`src/rtl/pipeline_pkg.sv`:
```
// Shared pipeline types: result-select encodings and the control word
// carried from decode through the E/M and M/W registers.
package pipeline_pkg;

  localparam logic [1:0] RESULT_ALU = 2'b00;
  localparam logic [1:0] RESULT_MEM = 2'b01;
  localparam logic [1:0] RESULT_PC4 = 2'b10;
  localparam logic [1:0] RESULT_UPC = 2'b11;

  localparam int CTRL_ALU_W = 4;

  typedef struct packed {
    logic                  RegWrite;
    logic [1:0]            ResultSrc;
    logic                  MemWrite;
    logic                  Branch;
    logic                  PcOp;
    logic                  ALUSrc;
    logic [CTRL_ALU_W-1:0] ALUControl;
  } ctrl_t;

  localparam ctrl_t CTRL_BUBBLE = '0;

endpackage

```
`src/rtl/load_use_detect.sv`:
```
// Combinational load-use hazard check between the load sitting in E
// and the instruction in D.
module load_use_detect
  import pipeline_pkg::*;
#(
  parameter int ADDR_WIDTH = 5
) (
  input  logic                  ValidE,
  input  logic                  RegWriteE,
  input  logic [1:0]            ResultSrcE,
  input  logic [ADDR_WIDTH-1:0] RdE,
  input  logic                  ValidD,
  input  logic [ADDR_WIDTH-1:0] Rs1D,
  input  logic [ADDR_WIDTH-1:0] Rs2D,
  output logic                  LoadUseStall
);

  logic load_e;
  logic hit;

  // rs2 is matched even for I-type; a spare bubble is cheaper than decode
  assign load_e = ValidE & RegWriteE
                & (ResultSrcE == RESULT_MEM)
                & (RdE != '0);
  assign hit    = (RdE == Rs1D) | (RdE == Rs2D);

  assign LoadUseStall = load_e & ValidD & hit;

endmodule

```
`src/rtl/id_ex_pipeline_reg.sv`:
```
// Decode-to-execute pipeline register with flush/load-use bubbles
// and a saturating bubble counter.
module id_ex_pipeline_reg
  import pipeline_pkg::*;
#(
  parameter int DATA_WIDTH    = 32,
  parameter int ADDR_WIDTH    = 5,
  parameter int ALUCTRL_WIDTH = 4,
  parameter int CNT_WIDTH     = 16
) (
  input  logic                     clk,
  input  logic                     rst,
  input  logic                     StallE,
  input  logic                     FlushE,
  input  logic                     ValidD,
  input  logic                     RegWriteD,
  input  logic                     MemWriteD,
  input  logic                     BranchD,
  input  logic                     PcOpD,
  input  logic                     ALUSrcD,
  input  logic [1:0]               ResultSrcD,
  input  logic [ALUCTRL_WIDTH-1:0] ALUControlD,
  input  logic [2:0]               Funct3D,
  input  logic [DATA_WIDTH-1:0]    RD1D,
  input  logic [DATA_WIDTH-1:0]    RD2D,
  input  logic [DATA_WIDTH-1:0]    PCD,
  input  logic [DATA_WIDTH-1:0]    PCPlus4D,
  input  logic [DATA_WIDTH-1:0]    ImmExtD,
  input  logic [ADDR_WIDTH-1:0]    RdD,
  input  logic [ADDR_WIDTH-1:0]    Rs1D,
  input  logic [ADDR_WIDTH-1:0]    Rs2D,
  output logic                     ValidE,
  output logic                     RegWriteE,
  output logic                     MemWriteE,
  output logic                     BranchE,
  output logic                     PcOpE,
  output logic                     ALUSrcE,
  output logic [1:0]               ResultSrcE,
  output logic [ALUCTRL_WIDTH-1:0] ALUControlE,
  output logic [2:0]               Funct3E,
  output logic [DATA_WIDTH-1:0]    RD1E,
  output logic [DATA_WIDTH-1:0]    RD2E,
  output logic [DATA_WIDTH-1:0]    PCE,
  output logic [DATA_WIDTH-1:0]    PCPlus4E,
  output logic [DATA_WIDTH-1:0]    ImmExtE,
  output logic [ADDR_WIDTH-1:0]    RdE,
  output logic [ADDR_WIDTH-1:0]    Rs1E,
  output logic [ADDR_WIDTH-1:0]    Rs2E,
  output logic                     LoadUseStall,
  output logic [CNT_WIDTH-1:0]     BubbleCount
);

  ctrl_t ctrl_d;
  ctrl_t ctrl_q;
  logic  bubble;

  assign ctrl_d = '{
    RegWrite:   RegWriteD,
    ResultSrc:  ResultSrcD,
    MemWrite:   MemWriteD,
    Branch:     BranchD,
    PcOp:       PcOpD,
    ALUSrc:     ALUSrcD,
    ALUControl: CTRL_ALU_W'(ALUControlD)
  };

  load_use_detect #(
    .ADDR_WIDTH (ADDR_WIDTH)
  ) u_lud (
    .ValidE       (ValidE),
    .RegWriteE    (RegWriteE),
    .ResultSrcE   (ResultSrcE),
    .RdE          (RdE),
    .ValidD       (ValidD),
    .Rs1D         (Rs1D),
    .Rs2D         (Rs2D),
    .LoadUseStall (LoadUseStall)
  );

  // Flush and load-use together still count as one bubble
  assign bubble = FlushE | LoadUseStall;

  always_ff @(posedge clk or posedge rst) begin
    if (rst) begin
      ctrl_q      <= CTRL_BUBBLE;
      ValidE      <= 1'b0;
      Funct3E     <= '0;
      RD1E        <= '0;
      RD2E        <= '0;
      PCE         <= '0;
      PCPlus4E    <= '0;
      ImmExtE     <= '0;
      RdE         <= '0;
      Rs1E        <= '0;
      Rs2E        <= '0;
      BubbleCount <= '0;
    end else if (StallE) begin
      ctrl_q <= ctrl_q;
    end else if (bubble) begin
      ctrl_q   <= CTRL_BUBBLE;
      ValidE   <= 1'b0;
      Funct3E  <= '0;
      RD1E     <= '0;
      RD2E     <= '0;
      PCE      <= '0;
      PCPlus4E <= '0;
      ImmExtE  <= '0;
      RdE      <= '0;
      Rs1E     <= '0;
      Rs2E     <= '0;
      if (BubbleCount != '1) begin
        BubbleCount <= BubbleCount + 1'b1;
      end
    end else begin
      ctrl_q   <= ctrl_d;
      ValidE   <= ValidD;
      Funct3E  <= Funct3D;
      RD1E     <= RD1D;
      RD2E     <= RD2D;
      PCE      <= PCD;
      PCPlus4E <= PCPlus4D;
      ImmExtE  <= ImmExtD;
      RdE      <= RdD;
      Rs1E     <= Rs1D;
      Rs2E     <= Rs2D;
    end
  end

  assign RegWriteE   = ctrl_q.RegWrite;
  assign ResultSrcE  = ctrl_q.ResultSrc;
  assign MemWriteE   = ctrl_q.MemWrite;
  assign BranchE     = ctrl_q.Branch;
  assign PcOpE       = ctrl_q.PcOp;
  assign ALUSrcE     = ctrl_q.ALUSrc;
  assign ALUControlE = ALUCTRL_WIDTH'(ctrl_q.ALUControl);

endmodule
```
`config.mk`:
```
export PLATFORM = sky130hd
export DESIGN_NAME = id_ex_pipeline_reg
export DESIGN_NICKNAME = d
export VERILOG_FILES = /design/src/rtl/pipeline_pkg.sv /design/src/rtl/load_use_detect.sv /design/src/rtl/id_ex_pipeline_reg.sv
export SDC_FILE = /design/constraint.sdc
export NUM_CORES = 1
export LEC_CHECK = 0
export BUFFER_PORTS_ARGS = -buffer_cell sky130_fd_sc_hd__buf_2
export CAP_MARGIN = 0
export CORE_AREA = 2 2 154 156
export DETAILED_ROUTE_END_ITERATION = 8
export DIE_AREA = 0 0 156 158
export PLACE_DENSITY_LB_ADDON = 0.2
export SYNTH_ARGS = -nofsm -noshare
export SYNTH_HDL_FRONTEND = slang
export SYNTH_HIERARCHICAL = 1
export SYNTH_SLANG_ARGS = --single-unit
```
`constraint.sdc`:
```
create_clock -name clk -period 8.53 [get_ports clk]
set_input_delay 0.4265 -clock clk [delete_from_list [all_inputs] [get_ports clk]]
set_output_delay 0.4265 -clock clk [all_outputs]
set_load 0.05 [all_outputs]
```
==> flow_results.xml <==
<?xml version="1.0" encoding="UTF-8"?>
<metrics>
  <group name="outcome">
    <metric name="outcome" unit="">completed</metric>
  </group>
  <group name="finish">
    <metric name="layout-drive-gt1-share" unit="%">49.8</metric>
    <metric name="design.final.nets" unit="">1095</metric>
    <metric name="syn2layout_area_growth" unit="%">40.7</metric>
    <metric name="layout.filler_cells" unit="">2159</metric>
    <metric name="layout.core_utilization" unit="%">46.1</metric>
    <metric name="top_library_cells_by_usage_in_the_layout_fill_and_taps_aside" unit="">sky130_fd_sc_hd__buf_2, sky130_fd_sc_hd__dfrtp_1, sky130_fd_sc_hd__a22o_1, sky130_fd_sc_hd__clkbuf_16, sky130_fd_sc_hd__xnor2_1</metric>
    <metric name="mostFrequentLayoutCell" unit="">sky130_fd_sc_hd__buf_2</metric>
  </group>
  <group name="sta">
    <metric name="timing.clock.skew" unit="ns">0.0170</metric>
    <metric name="final.setup.tns" unit="ns">0</metric>
    <metric name="slew_viol_final" unit="">0</metric>
    <metric name="final_hold_viol_count" unit="">0</metric>
    <metric name="final_period_minus_worst_setup_slack" unit="ns">2.77</metric>
    <metric name="setup_viol" unit="">0</metric>
    <metric name="relSlewSlack" unit="%">18.2</metric>
    <metric name="achievable-frequency" unit="GHz">0.362</metric>
    <metric name="worst-slew-pin-transition" unit="ns">1.23</metric>
    <metric name="fin_crit_sh" unit="%">32.4</metric>
    <metric name="setup_repair_after_global_routing_missed_its_margin" unit="">no</metric>
  </group>
  <group name="place">
    <metric name="hpwlAfterDp" unit="um">15000</metric>
    <metric name="gp_congestion" unit="">0.773</metric>
    <metric name="io_buffer_count" unit="">400</metric>
  </group>
  <group name="global_route">
    <metric name="grt_max_degree" unit="">135</metric>
    <metric name="grt_first_pass_wirelength" unit="um">32600</metric>
    <metric name="globalRouteTotalUtil" unit="%">16.6</metric>
    <metric name="grt_antenna_before_repair" unit="">3</metric>
    <metric name="first_global_vias" unit="">5875</metric>
    <metric name="overflow" unit="">0</metric>
  </group>
  <group name="clock_tree">
    <metric name="cts.htree.levels" unit="">1</metric>
    <metric name="resized_cells_post_cts" unit="">0</metric>
    <metric name="cts_buffers" unit="">24</metric>
    <metric name="tritoncts_clock_tree" unit="">done</metric>
    <metric name="ctsHoldBuffers" unit="">0</metric>
    <metric name="clk-insertion-delay-late" unit="ns">0.51</metric>
    <metric name="cts.root.buffer_cell" unit="">sky130_fd_sc_hd__clkbuf_16</metric>
    <metric name="cts.repair_timing.setup_buffer_count" unit="">0</metric>
    <metric name="sink_count" unit="">206</metric>
    <metric name="clk_transition_reported_paths" unit="ns">0.06</metric>
    <metric name="ctsLongestPathBuffers" unit="">3</metric>
  </group>
  <group name="worst_setup_path">
    <metric name="cell_by_cell_trace_of_the_critical_path" unit="">or4_1 &gt; o211ai_2 &gt; a21oi_1 &gt; nor3_2 &gt; buf_4 &gt; a22o_1</metric>
    <metric name="timing.critical_path.to_type" unit="">flop</metric>
    <metric name="worst_path_largest_cell_delay" unit="ns">0.89</metric>
    <metric name="arr_time_crit_path" unit="ns">3.20</metric>
    <metric name="critical_path_startpoint_category" unit="">flop</metric>
    <metric name="critPathRequiredTime" unit="ns">8.96</metric>
    <metric name="crit_slowest_cell" unit="">sky130_fd_sc_hd__buf_4</metric>
    <metric name="worstSetupPathType" unit="">reg2reg</metric>
    <metric name="max_fo_critical_path" unit="">109</metric>
  </group>
  <group name="logic_synthesis">
    <metric name="ys_warn_count" unit="">6</metric>
    <metric name="ys_seq_area_share" unit="%">68.3</metric>
    <metric name="yosysUniqueCellTypes" unit="">35</metric>
    <metric name="synth_area" unit="mm2">0.00755</metric>
    <metric name="synth_largest_area_cell" unit="">sky130_fd_sc_hd__dfrtp_1</metric>
    <metric name="postSynthRegisterBits" unit="">206</metric>
    <metric name="synth_top_area_share" unit="%">68.3</metric>
    <metric name="synthesis.nets" unit="">707</metric>
    <metric name="syn_area_per_cell" unit="um2">14.7</metric>
    <metric name="instance_count_of_the_mapped_netlist" unit="">512</metric>
    <metric name="synth.area.top_cells" unit="">sky130_fd_sc_hd__dfrtp_1, sky130_fd_sc_hd__a22o_1, sky130_fd_sc_hd__xnor2_1, sky130_fd_sc_hd__clkbuf_1, sky130_fd_sc_hd__xor2_1</metric>
  </group>
  <group name="routing">
    <metric name="wirelength" unit="um">22100</metric>
    <metric name="route.detailed.wl_per_inst" unit="um">18.2</metric>
    <metric name="drcViolationCount" unit="">0</metric>
    <metric name="detail_route.vias_per_cell" unit="">4.86</metric>
    <metric name="vias" unit="">5886</metric>
    <metric name="ant_nets" unit="">0</metric>
    <metric name="dr.pass1.iters" unit="">4</metric>
    <metric name="first_iter_violations" unit="">298</metric>
  </group>
  <group name="floorplan">
    <metric name="dieWidth" unit="um">156</metric>
    <metric name="dieArea" unit="mm2">0.0246</metric>
    <metric name="floorplan.initialDensity" unit="%">32.8</metric>
    <metric name="boundaryPins" unit="">401</metric>
    <metric name="placeableCoreArea" unit="mm2">0.0231</metric>
    <metric name="die_height" unit="um">158</metric>
    <metric name="row_count" unit="">56</metric>
  </group>
  <group name="pwr">
    <metric name="power.density" unit="mW/mm2">260</metric>
    <metric name="vdd.ir_drop.worst" unit="mV">0.121</metric>
    <metric name="power_leakage" unit="nW">5.81</metric>
  </group>
  <group name="flow_run">
    <metric name="drv_cap" unit="">0</metric>
  </group>
  <group name="worst_hold_path">
    <metric name="hold_path_class" unit="">in2async</metric>
  </group>
</metrics>
[area by class of cell]
type	count	area, um2	area share (%)
Clock inverter	7	90.1	0.848
Tap cell	290	363	3.41
Clock buffer	36	737	6.94
Multi-Input combinational cell	263	2220	20.9
Sequential cell	206	5150	48.5
Timing Repair Buffer	404	2040	19.2
Inverter	1	11.3	0.106
Antenna cell	3	7.51	0.0706
[path summary, 6_finish.rpt]
| path | end | cells past startpoint | start | slack, ns |
|---|---|---|---|---|
| max | RD2E[5] | 6 | RdE[1] | 5.76 |
| min | RD1E[17] | 2 | rst | 0.06 |
| max reg2reg | RD2E[5] | 6 | RdE[1] | 5.76 |
| min reg2reg | ImmExtE[30] | 1 | ImmExtE[30] | 0.50 |
| max in group asynchronous | BubbleCount[14] | 3 | rst | 6.85 |
| min in group clk | PCPlus4E[16] | 2 | PCPlus4D[16] | 0.13 |
[Yosys cell counts (all sizes together)]
cell type / count
dfrtp: 206
a21oi: 3
nand4b: 1
and4b: 1
xnor2: 14
nor3: 4
or2: 1
and4: 1
ha: 1
a22o: 190
o2111ai: 1
nand4: 7
xor2: 7
o21a: 1
and3: 4
buf: 12
nand2b: 1
and2b: 1
nand2: 6
or3: 1
inv: 1
nor3b: 1
mux2: 3
nor2: 1
clkbuf: 30
nand3: 9
o211ai: 1
o21ba: 1
or4: 2
[kinds of logic after synthesis]
kind of cell             after synthesis  share of synthesized area (%)
AND/OR/NAND/NOR                       41                           3.60
flip-flops                           206                           68.3
XOR/XNOR                              21                           2.44
AO/OA/AOI/OAI                        197                           22.8
buffers and inverters                 43                           2.34
adder cells (fa/ha/maj)                1                          0.166
multiplexers                           3                          0.447
[power breakdown]
| part | switching (W) | internal (W) | total (W) |
|---|---|---|---|
| Sequential | 0.0000601 | 0.00106 | 0.00112 |
| Combinational | 0.000434 | 0.000160 | 0.000595 |
| Clock | 0.000398 | 0.000655 | 0.00105 |
| Total | 0.000892 | 0.00188 | 0.00277 |
[stage by stage]
| step | cells | hold WS [ns] | setup slack (ns) | cell area, um2 | power, W |
|---|---|---|---|---|---|
| 2_1_floorplan | 512 | 0.555 | 2.48 | 7550 | 0.00155 |
| 6_report | 1210 | 0.0629 | 5.76 | 10600 | 0.00277 |
| 5_1_grt | 1210 | 0.111 | 5.61 | 10600 | 0.00288 |
| 3_3_place_gp | 1164 | 0.486 | 5.85 | 9790 | 0.00173 |
| 4_1_cts | 1207 | 0.0904 | 5.80 | 10600 | 0.00280 |
| 3_5_place_dp | 1164 | 0.486 | 5.84 | 9790 | 0.00174 |
[sequential cells by signal (all words and copies together), names as in the netlist, 3 cells and up]
signal / flops
Rs1E: 5
RD2E: 32
ImmExtE: 32
RdE: 5
PCE: 32
Funct3E: 3
RD1E: 32
PCPlus4E: 32
ALUControlE: 4
BubbleCount: 16
Rs2E: 5
[critical path, delay by kind of cell, from the launching register on]
family          cells  cell delay, ns
flops               1            0.43
buf+inv             1            0.89
compound gates      3            0.49
simple gates        2            0.75
[layer usage]
metal  part of all wire, %  GRT usage, %  up-vias
met4                   2.9          7.03        0
met2                    49          27.4      238
met1                    41          21.0     2847
met3                   7.2          4.16       44
met5                     0             0        -
li1                      -             -     2757
No activity file was read; power rests on OpenSTA's default activity.
